--- src/rtl/pipe_controller.sv ---
// Pipelined RV32I control unit: decodes in D, carries the control bundle through E/M/W,
// resolves branch/jump redirection in E. Optional RV32M decode is enabled by RV32M_EN.
module pipe_controller #(
  parameter int   ALUCTRL_W    = 5,
  parameter logic RESET_PC_SRC = 1'b0
) (
  input  logic                 clk,
  input  logic                 reset,
  input  logic [6:0]           opD,
  input  logic [2:0]           funct3D,
  input  logic [6:0]           funct7D,
  input  logic                 FlushE,
  input  logic                 ZeroE,
  input  logic                 LtE,
  input  logic                 LtuE,
  output logic [2:0]           ImmSrcD,
  output logic [ALUCTRL_W-1:0] ALUControlE,
  output logic                 ALUSrcAE,
  output logic                 ALUSrcBE,
  output logic [1:0]           ResultSrcE,
  output logic [1:0]           ResultSrcM,
  output logic [1:0]           ResultSrcW,
  output logic                 RegWriteM,
  output logic                 RegWriteW,
  output logic                 MemWriteM,
  output logic                 PCSrcE,
  output logic                 IllegalW
);

  localparam logic [6:0] OP_R     = 7'b0110011;
  localparam logic [6:0] OP_I     = 7'b0010011;
  localparam logic [6:0] OP_LOAD  = 7'b0000011;
  localparam logic [6:0] OP_STORE = 7'b0100011;
  localparam logic [6:0] OP_BR    = 7'b1100011;
  localparam logic [6:0] OP_JAL   = 7'b1101111;
  localparam logic [6:0] OP_JALR  = 7'b1100111;
  localparam logic [6:0] OP_LUI   = 7'b0110111;
  localparam logic [6:0] OP_AUIPC = 7'b0010111;

  localparam logic [4:0] ALU_ADD  = 5'b00000;
  localparam logic [4:0] ALU_SUB  = 5'b00001;
  localparam logic [4:0] ALU_AND  = 5'b00010;
  localparam logic [4:0] ALU_OR   = 5'b00011;
  localparam logic [4:0] ALU_XOR  = 5'b00100;
  localparam logic [4:0] ALU_SLT  = 5'b00101;
  localparam logic [4:0] ALU_SLTU = 5'b00110;
  localparam logic [4:0] ALU_SLL  = 5'b00111;
  localparam logic [4:0] ALU_SRL  = 5'b01000;
  localparam logic [4:0] ALU_SRA  = 5'b01001;
  localparam logic [4:0] ALU_PASB = 5'b01010;

  typedef struct packed {
    logic                 reg_write;
    logic [1:0]           result_src;
    logic                 mem_write;
    logic                 jump;
    logic                 branch;
    logic [ALUCTRL_W-1:0] alu_ctrl;
    logic                 src_a;
    logic                 src_b;
    logic [2:0]           funct3;
    logic                 illegal;
  } ctrl_e_t;

  typedef struct packed {
    logic       reg_write;
    logic [1:0] result_src;
    logic       mem_write;
    logic       illegal;
  } ctrl_m_t;

  typedef struct packed {
    logic       reg_write;
    logic [1:0] result_src;
    logic       illegal;
  } ctrl_w_t;

  ctrl_e_t    dec, e_q;
  ctrl_m_t    m_q;
  ctrl_w_t    w_q;
  logic [4:0] alu;
  logic       bad;
  logic       cond;

  // Decode; shared by R-type and I-type ALU ops (funct3 -> operation)
  function automatic logic [4:0] f3_alu(input logic [2:0] f3, input logic arith);
    case (f3)
      3'b000:  f3_alu = ALU_ADD;
      3'b001:  f3_alu = ALU_SLL;
      3'b010:  f3_alu = ALU_SLT;
      3'b011:  f3_alu = ALU_SLTU;
      3'b100:  f3_alu = ALU_XOR;
      3'b101:  f3_alu = arith ? ALU_SRA : ALU_SRL;
      3'b110:  f3_alu = ALU_OR;
      default: f3_alu = ALU_AND;
    endcase
  endfunction

  always_comb begin
    dec     = '0;
    ImmSrcD = 3'b000;
    alu     = ALU_ADD;
    bad     = 1'b0;
    case (opD)
      OP_R: begin
        dec.reg_write = 1'b1;
        case (funct7D)
          7'b0000000: alu = f3_alu(funct3D, 1'b0);
          7'b0100000: begin
            if (funct3D == 3'b000)      alu = ALU_SUB;
            else if (funct3D == 3'b101) alu = ALU_SRA;
            else                        bad = 1'b1;
          end
`ifdef RV32M_EN
          7'b0000001: alu = {2'b10, funct3D};
`endif
          default: bad = 1'b1;
        endcase
      end
      OP_I: begin
        dec.reg_write = 1'b1;
        dec.src_b     = 1'b1;
        alu           = f3_alu(funct3D, funct7D == 7'b0100000);
      end
      OP_LOAD: begin
        dec.reg_write  = 1'b1;
        dec.src_b      = 1'b1;
        dec.result_src = 2'b01;
      end
      OP_STORE: begin
        dec.mem_write = 1'b1;
        dec.src_b     = 1'b1;
        ImmSrcD       = 3'b001;
      end
      OP_BR: begin
        dec.branch = 1'b1;
        alu        = ALU_SUB;
        ImmSrcD    = 3'b010;
        bad        = (funct3D == 3'b010) || (funct3D == 3'b011);
      end
      OP_JAL: begin
        dec.reg_write  = 1'b1;
        dec.jump       = 1'b1;
        dec.result_src = 2'b10;
        dec.src_a      = 1'b1;
        dec.src_b      = 1'b1;
        ImmSrcD        = 3'b011;
      end
      OP_JALR: begin
        dec.reg_write  = 1'b1;
        dec.jump       = 1'b1;
        dec.result_src = 2'b10;
        dec.src_b      = 1'b1;
      end
      OP_LUI: begin
        dec.reg_write = 1'b1;
        dec.src_b     = 1'b1;
        alu           = ALU_PASB;
        ImmSrcD       = 3'b100;
      end
      OP_AUIPC: begin
        dec.reg_write = 1'b1;
        dec.src_a     = 1'b1;
        dec.src_b     = 1'b1;
        ImmSrcD       = 3'b100;
      end
      default: bad = 1'b1;
    endcase
    dec.alu_ctrl = ALUCTRL_W'(alu);
    dec.funct3   = funct3D;
    dec.illegal  = bad;
    // An illegal slot must never write state or redirect fetch
    if (bad) begin
      dec.reg_write = 1'b0;
      dec.mem_write = 1'b0;
      dec.branch    = 1'b0;
      dec.jump      = 1'b0;
    end
  end

  always_ff @(posedge clk or posedge reset) begin
    if (reset) begin
      e_q <= '0;
      m_q <= '0;
      w_q <= '0;
    end else begin
      e_q <= FlushE ? '0 : dec;
      m_q <= '{reg_write: e_q.reg_write, result_src: e_q.result_src,
               mem_write: e_q.mem_write, illegal: e_q.illegal};
      w_q <= '{reg_write: m_q.reg_write, result_src: m_q.result_src,
               illegal: m_q.illegal};
    end
  end

  always_comb begin
    case (e_q.funct3)
      3'b000:  cond = ZeroE;
      3'b001:  cond = !ZeroE;
      3'b100:  cond = LtE;
      3'b101:  cond = !LtE;
      3'b110:  cond = LtuE;
      3'b111:  cond = !LtuE;
      default: cond = 1'b0;
    endcase
  end

  assign PCSrcE      = reset ? RESET_PC_SRC : ((e_q.branch & cond) | e_q.jump);
  assign ALUControlE = e_q.alu_ctrl;
  assign ALUSrcAE    = e_q.src_a;
  assign ALUSrcBE    = e_q.src_b;
  assign ResultSrcE  = e_q.result_src;
  assign ResultSrcM  = m_q.result_src;
  assign MemWriteM   = m_q.mem_write;
  assign RegWriteM   = m_q.reg_write;
  assign ResultSrcW  = w_q.result_src;
  assign RegWriteW   = w_q.reg_write;
  assign IllegalW    = w_q.illegal;

endmodule

--- config.mk ---
export PLATFORM = sky130hd
export DESIGN_NAME = pipe_controller
export DESIGN_NICKNAME = d
export VERILOG_FILES = /design/src/rtl/pipe_controller.sv
export SDC_FILE = /design/constraint.sdc
export NUM_CORES = 1
export LEC_CHECK = 0
export ABC_AREA = 1
export BUFFER_PORTS_ARGS = -buffer_cell sky130_fd_sc_hd__buf_2
export CAP_MARGIN = 20
export CORE_MARGIN = 2
export CORE_UTILIZATION = 35
export DETAILED_ROUTE_END_ITERATION = 16
export GPL_TIMING_DRIVEN = 0
export MAX_ROUTING_LAYER = met4
export PLACE_DENSITY = 0.69
export SETUP_SLACK_MARGIN = 0.02
export SYNTH_ARGS = -nofsm -noshare
export SYNTH_HDL_FRONTEND = slang
export SYNTH_SLANG_ARGS = --single-unit
--- constraint.sdc ---
create_clock -name clk -period 3 [get_ports clk]
set_clock_uncertainty 0.2 [all_clocks]
set_input_delay 0.6 -clock clk [delete_from_list [all_inputs] [get_ports clk]]
set_output_delay 0.6 -clock clk [all_outputs]
set_load 0.02 [all_outputs]
# Yosys cells after proc, flatten, opt, wreduce, memory -nomap -nowiden
# Index checks and enable logic that the tools add are counted.
totals:
  register_bits: 26
  inputBits: 23
  output_inout_bits: 21
op_classes:
  eq_ne: 21
  mux: 24
  n_bitwise: 2
  reduce_logical: 12
ops:
  columns: ["op", "n"]
  rows:
  - ["4-bit one-hot mux with 7 select lines", 2]
  - ["7-bit by 6-bit == test with 1-bit output (second input constant)", 4]
  - ["3-bit == test (second input constant)", 7]
  - ["7-bit == test (second input constant)", 3]
  - ["5-bit one-hot mux with 4 select lines", 1]
  - ["17-bit 2-to-1 mux", 1]
  - ["7-bit by 5-bit == test with 1-bit output (second input constant)", 2]
  - ["7-bit OR reduction", 2]
  - ["3-bit one-hot mux with 4 select lines", 1]
  - ["1-bit 2-to-1 mux", 11]
  - ["4-bit 2-to-1 mux", 2]
  - ["4-bit one-hot mux with 2 select lines", 1]
  - ["7-bit by 2-bit == test with 1-bit output (second input constant)", 1]
  - ["7-bit logical NOT", 1]
  - ["3-bit by 1-bit == test with 1-bit output (second input constant)", 2]
  - ["3-bit by 2-bit == test with 1-bit output (second input constant)", 2]
  - ["3-bit logical NOT", 2]
  - ["1-bit one-hot mux with 6 select lines", 1]
  - ["2-bit OR reduction", 3]
  - ["2-bit one-hot mux with 2 select lines", 1]
  - ["1-bit logical NOT", 3]
  - ["3-bit 2-to-1 mux", 1]
  - ["1-bit one-hot mux with 3 select lines", 1]
  - ["1-bit one-hot mux with 2 select lines", 1]
  - ["3 further kinds", 3]

# Longest topological paths before layout
# Gate-level depths: netlist of run 1.
depth:
  depth_word: 7
  depth_mapped: 11

# Worst setup path before layout of run 1
# No wires, ideal clock.
synth_path:
  path_type: "in2out"
  start: "input port ZeroE"
  end: "output port PCSrcE"
  arrival_ps: 1286
  required_ps: 2200
  path_slack_ps: 914
  path_stages: 6
  n_path_buf: 0
  path_cell_list: "inv_1 o211ai_1 nand3_1 nand2_1 nand2_1 a21oi_1"
synth_via:
  elab_chain_len: 5
synth_lines:
  columns: ["element", "line_no", "text"]
  rows:
  - ["start: declaration", "13", "input logic ZeroE,"]
  - ["1-bit logical NOT", "198", "3'b001: cond = !ZeroE;"]
  - ["1-bit one-hot mux with 6 select lines (*)", "196", "case (e_q.funct3)"]
  - ["1-bit AND (*)", "207", "assign PCSrcE = reset ? RESET_PC_SRC : ((e_q.branch & cond) | e_q.jump);"]
  - ["1-bit OR (*)", "207", null]
  - ["1-bit 2-to-1 mux (*)", "207", null]
  - ["end: declaration", "26", "output logic PCSrcE,"]
# Mark *: on every way between the ends. The rest lies on a longest branch, timed or not.

# Worst setup path in the final report of run 1
layout_path:
  start: "input port opD[4]"
  end: "output port ImmSrcD[0]"
layout_via:
  elab_chain_len: 3
  word_cells_on_any_way: 7
  classes_between: "5 x eq/ne; 1 x mux; 1 x reduce/logical"
layout_lines:
  columns: ["element", "line_no", "text"]
  rows:
  - ["start: declaration", "9", "input logic [6:0] opD,"]
  - ["7-bit by 5-bit == test with 1-bit output / 7-bit by 6-bit == test with 1-bit output (equally long branches)", "104", "case (opD)"]
  - ["2-bit OR reduction (no source line)", null, null]
  - ["3-bit one-hot mux with 4 select lines (*)", "104", null]
  - ["end: declaration", "16", "output logic [2:0] ImmSrcD,"]
# Marked as above.

==> results.yml, run 1 <==
routing:
  dr.first_iter.drc_count: 54
  drt_pass1_iterations: 4
  drt-total-wl_um: 2251
  vias: 1086
  routed_via_density: 4.193
  route.detailed.drc: 0
  ant_nets: 0
  routedWlPerCell_um: 8.691
die:
  start_util_pct: 36.67
  rows: 22
  ioPinCount: 44
  die_w_um: 65.94
  die_area_sq_um: 4347
  core-area_sq_um: 3661
  die_y_um: 65.94
yosys:
  syn_area_sq_um: 1343
  syn_nets: 188
  synthCells: 165
  avgSynthCellArea_sq_um: 8.137
  yosys_warnings: 0
  ys_seq_area_share_pct: 46.60
  synth_cell_types: 23
  synth-seq-cells: 25
global_route:
  overflow: 0
  gr-usage-all-layers_pct: 11.62
  grt_max_degree: 26
  grt_pass1_wl_um: 3801
  first_global_vias: 937
  antenna_found_initial: 0
pwr:
  seq_power_share_pct: 56.0
  p_comb_share_pct: 12.5
  leakagePower_nw: 1.026
  ir_drop_v: 0.0001535
  p_int_mw: 0.4641
  power.switching_mw: 0.1513
  powerDensity_nw_per_um2: 370.4
  netSwitchingFraction_pct: 24.58
  clkPwrFrac_pct: 31.5
timing:
  drv_slew: 0
  maxSlewHeadroom_pct: 41.46
  tns_ps: 0
  setup_viol: 0
  max_freq_ghz: 0.4414
  period_needed_ps: 2266
  max_slew.worst_pin.slew_ps: 877.1
  post-route-period-util_pct: 75.52
  hold_ws_ps: 153.9
  setup_ws_ps: 734.5
  rsz0062_at_grt: "false"
  hold_violations: 0
placement:
  gp_congestion: 0.7458
  place_ws_ps: 730.8
  numPortBuffers: 42
  dp_hpwl_um: 1890
clocking:
  cts_buffers: 3
  post_cts_resize_count: 0
  cts_tree: "done"
  htree_levels: 1
  clockBufferDepth: 2
  post_cts_buffers: 0
  path_clk_slew_ps: 80
  numClockSinks: 25
  clk_latency_ps: 260
  cts_root_buf: "clkbuf_8"
  ctsHoldBuffers: 0
critical_path:
  endpoint_kind: "primary output"
  crit_path_max_fanout: 4
  critical_path_buf_inv_count: 4
  max_stage_delay_ps: 160
  arrival_ps: 1470
  start_kind: "primary input"
  worstPathRequired_ps: 2200
  cp_cell_sequence: "buf_2, inv_1, nand2_1, nor2_2, nand2_2, inv_1, nand2_1, nand2_1, buf_2"
  crit_path_top_delay_cell: "buf_2"
  critPathMostFrequentCell: "nand2_1"
  crit_family: "simple AND/OR/NAND/NOR gates"
  crit_type: "in2out"
outcome:
  status: "finished, final reports clean"
run:
  max-cap-violations: 0
cells_and_area:
  num_antenna_cells: 0
  syn_to_final_growth_pct: 23.76
  drive_gt1_share_pct: 41.71
  nets: 235
  utilization_pct: 45.39
  final_common_cell: "buf_2"
  fillCellCount: 367
  final_cell_mix: "buf_2 (42), nand2_1 (34), dfrtp_1 (25), nor2_1 (23), inv_1 (15)"
hold_path:
  hold_path_class: "reg2reg"
worst paths after layout:
path | from | to | slack [ps] | depth (start not counted)
hold reg to reg | e_q[0] | m_q[0] | 150 | 0
hold / removal | e_q[0] | m_q[0] | 150 | 0
setup reg to reg | RegWriteM | RegWriteW | 2300 | 0
setup / recovery | opD[4] | ImmSrcD[0] | 730 | 9
min in group asynchronous | reset | m_q[0] | 320 | 2
max in group asynchronous | reset | ResultSrcW[1] | 1740 | 2
sequential cells by signal, indices dropped and copies added (netlist names):
register and count:
e_q 8, ALUControlE 4, ResultSrcE 2, ResultSrcM 2, ResultSrcW 2, ALUSrcAE 1, ALUSrcBE 1, IllegalW 1
MemWriteM 1, RegWriteM 1, RegWriteW 1, m_q 1
synthesized netlist by cell type:
master,count,area share [%]
inv_2,7,2.0
o21a_1,1,0.56
nand2_4,3,2.5
nand4_1,1,0.47
buf_4,9,5.0
nor2_4,3,2.5
dfrtp_1,25,47
nor2_8,1,1.5
nor2_1,23,6.4
conb_1,1,0.28
clkbuf_1,1,0.28
a21oi_2,2,1.3
nand3_1,12,4.5
inv_1,15,4.2
nand3_2,1,0.75
nor2_2,6,2.8
and3b_1,1,0.65
nand2_2,10,4.7
a21oi_1,5,1.9
nor3_1,1,0.37
nand2_1,34,9.5
o211ai_1,1,0.56
o21ai_0,2,0.75
routing by layer:
metal	part of all wire [%]	vias to the layer above	global-route usage, %
li1	-	587	-
met1	46	462	15.25
met2	46	32	17.55
met3	6.4	5	2.044
met4	1.9	0	5.357
met5	0	-	-
metrics by stage:
step | cells | cell area, sq um | total power [mW]
final | 259 | 1662 | 0.6154
after global routing | 259 | 1662 | 0.6502
after CTS | 259 | 1662 | 0.6249
after detailed placement | 255 | 1613 | 0.4300
after global placement | 255 | 1613 | 0.4285
after floorplan | 165 | 1343 | 0.4012
area by class of cell:
| class | count | area (sq um) | share of cell area, % |
|---|---|---|---|
| Tap cell | 48 | 60.06 | 3.614 |
| Clock buffer | 3 | 41.29 | 2.485 |
| Sequential cell | 25 | 625.6 | 37.65 |
| Inverter | 22 | 82.58 | 4.970 |
| Buffer | 10 | 71.32 | 4.292 |
| Timing Repair Buffer | 42 | 210.2 | 12.65 |
| Multi-Input combinational cell | 108 | 563.0 | 33.89 |
| Clock inverter | 1 | 7.507 | 0.4518 |
cell families (layout without fill, tap and decap cells):
group	after synthesis	count (layout)	share of synthesized area [%]
buf+inv	32	78	11.46
other cells	1	1	0.2793
flops	25	25	46.60
compound gates	11	11	5.033
simple gates	96	96	36.63
power by group through the flow:
stage	Sequential, mW	Clock, mW	Combinational, mW
finish	0.345	0.194	0.0769
global route	0.346	0.217	0.0879
CTS	0.345	0.201	0.0784
detailed placement	0.352	0	0.0782
global placement	0.352	0	0.0770
floorplan	0.353	0	0.0478
(Power assumes the default switching activity.)
==> run 2, diff against run 1 <==
- ABC_AREA: 1 -> 0
- PLACE_DENSITY: 0.69 -> 0.72
- clock period: 3 -> 1.9 ns (I/O delays scaled with it)
==> run 2 against run 1 <==
Compared with the run above: final cell count fell by 14%; global-route usage rose by 3.2 points; worst hold slack got worse by 23 ps; largest cell class unchanged; combinational power rose by 96%; critical path type is now reg2out; count of clock-buffer cells in the layout rose by 1; first-iteration DRC count fell by 41%; the flow now finishes with violations (negative setup slack); clock power rose by 14%; power rose by 49%; utilization rose by 5.1 points; sequential cell count did not move.
==> results.yml, run 2 <==
routing:
  ant_nets: 0
  route.detailed.drc: 0
  routedWlPerCell_um: 13.34
  vias: 1116
  drt_pass1_iterations: 4
  routed_via_density: 5.004
  dr.first_iter.drc_count: 32
  drt-total-wl_um: 2975
placement:
  dp_hpwl_um: 2024
  numPortBuffers: 39
  gp_congestion: 0.8402
timing:
  setup_ws_ps: -191.4
  max_slew.worst_pin.slew_ps: 576.1
  period_needed_ps: 2091
  max_freq_ghz: 0.4781
  maxSlewHeadroom_pct: 61.47
  post-route-period-util_pct: 110.1
  hold_ws_ps: 130.7
  hold_violations: 0
  drv_slew: 0
  rsz0062_at_grt: "true"
  setup_viol: 3
cells_and_area:
  fillCellCount: 310
  syn_to_final_growth_pct: 36.08
  drive_gt1_share_pct: 41.24
  final_common_cell: "buf_2"
  nets: 201
  top_register: "e_q"
  largest_reg_flops: 8
  utilization_pct: 50.54
  final_cell_mix: "buf_2 (33), dfrtp_1 (25), buf_4 (17), nor2_1 (9)"
  num_antenna_cells: 0
global_route:
  first_global_vias: 1112
  antenna_found_initial: 0
  grt_max_degree: 26
  met2_usage_pct: 26.56
  overflow: 0
  grt_pass1_wl_um: 4712
  use_met3_pct: 1.232
  busiest_layer: "met2"
  grtUsageMet1_pct: 15.91
  gr-usage-all-layers_pct: 14.83
yosys:
  syn_area_sq_um: 1259
  synth-seq-cells: 25
  synthTopCellsByArea: "dfrtp_1 (50%), buf_4 (5.4%), nor2b_1 (3.0%)"
  synth.most_common_cell: "dfrtp_1"
  synth_commonest_cells: "dfrtp_1 (25), buf_4 (9), nor2_1 (9), nand2_1 (7)"
  synth_cell_types: 40
  yosys_warnings: 0
  synth_top_area_share_pct: 49.70
  yosysTopAreaCell: "dfrtp_1"
  synthCells: 125
  ys.flop_type: "dfrtp_1"
  synth-async-reset-ratio_pct: 100.0
  syn_nets: 148
  synth-edff-count: 0
  avgSynthCellArea_sq_um: 10.07
  ys_seq_area_share_pct: 49.70
die:
  rows: 21
  die_w_um: 63.97
  die_y_um: 63.97
  ioPinCount: 44
  die_area_sq_um: 4092
  core-area_sq_um: 3390
  start_util_pct: 37.14
clocking:
  cts_tree: "done"
  numClockSinks: 25
  clk_latency_ps: 300
  path_clk_slew_ps: 120
  clockBufferDepth: 2
  cts_buffers: 3
  cts_root_buf: "clkbuf_4"
  htree_levels: 1
outcome:
  status: "finished with violations"
  violations: "negative setup slack"
pwr:
  power.switching_mw: 0.2253
  seq_power_share_pct: 59.4
  ir_drop_v: 0.0002321
  leakagePower_nw: 0.8354
  p_int_mw: 0.6925
  netSwitchingFraction_pct: 24.54
  p_comb_share_pct: 16.5
  powerDensity_nw_per_um2: 535.8
  clkPwrFrac_pct: 24.1
  finalPower_mw: 0.9177
run:
  max-cap-violations: 0
critical_path:
  cp_cell_sequence: "mux2i_2, xor2_1, o21ai_1, a22o_1, buf_6"
  crit_type: "reg2out"
  start_kind: "register"
  arrival_ps: 1510
  crit_path_top_delay_cell: "dfrtp_1"
  endpoint_kind: "primary output"
  max_stage_delay_ps: 390
  crit_path_max_fanout: 2
  worstPathRequired_ps: 1320
hold_path:
  hold_path_class: "in2reg"
-- run 2: changes by cell type after synthesis, moves of 4 or more --
cell / previous run / this run
or3_1: 0 / 4
nor3_1: 1 / 6
nor2_1: 23 / 9
nor2b_1: 0 / 6
nand2_1: 34 / 7
inv_2: 7 / 0
nand2_2: 10 / 0
inv_1: 15 / 5
xor2_1: 0 / 4
nand3_1: 12 / 2
nand3b_1: 0 / 4
nor2_2: 6 / 0
-- run 2: area by class of cell --
class | instances | area, sq um | share of cell area (%)
clock buffer | 4 | 26.28 | 1.534
buffer | 13 | 86.33 | 5.040
timing repair buffer | 48 | 321.6 | 18.77
sequential | 25 | 625.6 | 36.52
multi-input combinational | 82 | 573.1 | 33.46
tap | 46 | 57.56 | 3.360
inverter | 5 | 22.52 | 1.315
-- run 2: power by group through the flow --
stage | Combinational, mW | Sequential, mW | Clock (mW)
2_1_floorplan | 0.0719 | 0.557 | 0
3_3_place_gp | 0.118 | 0.554 | 0
3_5_place_dp | 0.122 | 0.556 | 0
4_1_cts | 0.138 | 0.545 | 0.232
5_1_grt | 0.165 | 0.547 | 0.253
6_report | 0.151 | 0.545 | 0.221
-- run 2: logic make-up after synthesis --
kind of cell / count (synthesis) / synth area share [%]
buf+inv: 18 / 8.150
compound gates: 23 / 13.72
xor+xnor: 5 / 3.479
simple gates: 51 / 22.96
mux: 2 / 1.690
flops: 25 / 49.70
other cells: 1 / 0.2979
-- run 2: metrics by stage --
step,area (sq um),setup slack (ps),instances,setup TNS (ps)
2_1_floorplan,1272,-54.53,125,-125.1
3_3_place_gp,1525,-288.8,210,-1557
3_5_place_dp,1525,-323.8,210,-1695
4_1_cts,1662,-182.6,220,-418.4
5_1_grt,1713,-323.4,223,-580.3
6_report,1713,-191.4,223,-403.8
-- run 2: repair_timing --
item / in CTS / in global routing
hold buffers: 1 / 0
pin swaps: 6 / 1
gates resized for setup: 20 / 4
setup endpoints to repair: 5 / 5
cloned: 0 / 0
hold endpoints to repair: 25 / 0
setup buffers: 5 / 2
-- run 2: layer usage --
layer,up-vias,routed length (um)
met5,-,0
li1,533,-
met2,47,1619
met3,9,169
met1,527,1129
met4,0,56
-- run 2: final timing paths --
kind,end,slack (ps),cells past startpoint,from
worst max-delay path,PCSrcE,-190,5,e_q[3]
worst min-delay path,e_q[13],130,2,opD[6]
worst max register to register,RegWriteW,1180,0,RegWriteM
worst min register to register,MemWriteM,170,0,e_q[13]
max in group asynchronous,RegWriteM,520,4,reset
min in group asynchronous,MemWriteM,500,3,reset
-- run 2: worst max-delay path: cells and delay by family (launching register included) --
kind / cells / cell delay [ps]
muxes: 1 / 240
buffers and inverters: 1 / 130
xor gates and xnor gates: 1 / 160
AOI/OAI and AO/OA: 2 / 280
DFF: 1 / 390
==> run 3, diff against run 2 <==
- PLACE_DENSITY: 0.72 -> default
==> run 3 against run 2 <==
Compared with the run above: the run still ends with negative setup slack left; count of clock-buffer cells in the layout is the same; clock power about the same; highest routed layer unchanged; maximum frequency up 2.9%; register-to-register slack better by 20 ps; setup slack improved by 59 ps; worst hold slack better by 7.1 ps; final area increased by 3.5%; die area is the same; largest power group unchanged; sequential power hardly changed; utilization up 1.8 points; global-route usage is 0.11 points higher; first-iteration DRC count decreased by 6.3%.
==> results.yml, run 3 (synthesis gave the netlist of run 2 again) <==
outcome:
  status: "finished with violations"
  violations: "negative setup slack"
routing:
  dr.first_iter.drc_count: 30
  routedWlPerCell_um: 12.63
  routed_via_density: 4.913
  vias: 1130
  drt_pass1_iterations: 4
  route.detailed.drc: 0
  drt-total-wl_um: 2906
  ant_nets: 0
timing:
  tns_ps: -307.4
  setup_viol: 3
  setup_ws_ps: -132.8
  max_slew.worst_pin.slew_ps: 583.1
  maxSlewHeadroom_pct: 61.00
  drv_slew: 0
  post-route-period-util_pct: 107.0
  max_freq_ghz: 0.4919
  hold_violations: 0
  rsz0062_at_grt: "true"
  period_needed_ps: 2033
die:
  rows: 21
  die_area_sq_um: 4092
  start_util_pct: 37.14
  die_w_um: 63.97
  core-area_sq_um: 3390
  ioPinCount: 44
  die_y_um: 63.97
cells_and_area:
  largest_reg_flops: 8
  final_common_cell: "buf_2"
  syn_to_final_growth_pct: 40.85
  nets: 208
  num_antenna_cells: 0
  top_register: "e_q"
  utilization_pct: 52.31
  drive_gt1_share_pct: 43.48
  final_cells: 230
  fillCellCount: 336
  final_cell_area_sq_um: 1773
  final_cell_mix: "buf_2 (32), dfrtp_1 (25), buf_4 (23), nor2_1 (9)"
global_route:
  gr-usage-all-layers_pct: 14.94
  first_global_vias: 1103
  grt_max_degree: 14
  antenna_found_initial: 0
  overflow: 0
  grt_pass1_wl_um: 4830
placement:
  numPortBuffers: 39
  gp_congestion: 0.8353
  place_inst: 210
  dp_hpwl_um: 2029
  placedInstanceArea_sq_um: 1525
critical_path:
  worstPathRequired_ps: 1320
  arrival_ps: 1450
  endpoint_kind: "primary output"
  start_kind: "register"
  crit_path_max_fanout: 2
  crit_type: "reg2out"
clocking:
  htree_levels: 1
  cts_buffers: 3
  path_clk_slew_ps: 120
  clockBufferDepth: 2
  cts_tree: "done"
  cts_root_buf: "clkbuf_4"
  numClockSinks: 25
  clk_latency_ps: 300
pwr:
  powerDensity_nw_per_um2: 520.0
  leakagePower_nw: 0.8652
  finalPower_mw: 0.9220
  ir_drop_v: 0.0002191
hold_path:
  hold_path_class: "in2reg"
run:
  max-cap-violations: 0
==> run 3: through the flow <==
stage | hold WS, ps | setup slack (ps)
2_1_floorplan | 131.2 | -54.53
3_3_place_gp | 133.1 | -290.0
3_5_place_dp | 134.7 | -324.3
4_1_cts | 114.0 | -162.6
5_1_grt | 118.6 | -262.2
6_report | 137.9 | -132.8
==> run 3: power by group <==
group	total [mW]	internal, mW	leakage (nW)	switching [mW]
clock	0.221	0.0817	0.0150	0.139
sequential	0.544	0.541	0.339	0.00349
combinational	0.157	0.0736	0.511	0.0833
==> run 3: metal layers <==
metal	vias up	wire length, um	track usage [%]	part of all wire (%)
met5	-	0	-	0
met4	0	29	4.891	1.0
met3	2	151	1.408	5.2
met2	42	1452	24.74	50
met1	539	1271	19.28	44
li1	547	-	-	-
==> run 3: area by class of cell <==
cell class,count,area [sq um],share of cell area [%]
Clock buffer,4,26.28,1.482
Buffer,13,86.33,4.869
Timing Repair Buffer,54,367.9,20.75
Timing Repair inverter,1,5.005,0.2823
Sequential cell,25,625.6,35.29
Inverter,5,22.52,1.270
Tap cell,46,57.56,3.246
Multi-Input combinational cell,82,581.8,32.82
==> run 3: critical path, stage by stage (launching register included) <==
cell     delay, ps
dfrtp_1        380
mux2i_1        210
xor2_1         170
o21ai_1         70
a22o_1         180
buf_6          130
==> run 3: repair_timing <==
item / in CTS / in global routing
buffers inserted: 5 / 8
hold buffers: 2 / 0
gates cloned: 1 / 0
hold endpoints to repair: 25 / 0
resized for setup: 21 / 5
pin swaps: 9 / 5
endpoints found under the setup margin: 5 / 6
==> run 3: final timing paths <==
kind / cells past startpoint / startpoint / slack, ps / end
setup / recovery: 5 / e_q[3] / -130 / PCSrcE
hold / removal: 2 / opD[6] / 140 / e_q[13]
setup reg to reg: 0 / ResultSrcM[1] / 1200 / ResultSrcW[1]
hold reg to reg: 0 / e_q[13] / 160 / MemWriteM
max in group asynchronous: 3 / reset / 620 / ALUControlE[2]
min in group asynchronous: 3 / reset / 500 / ResultSrcW[0]
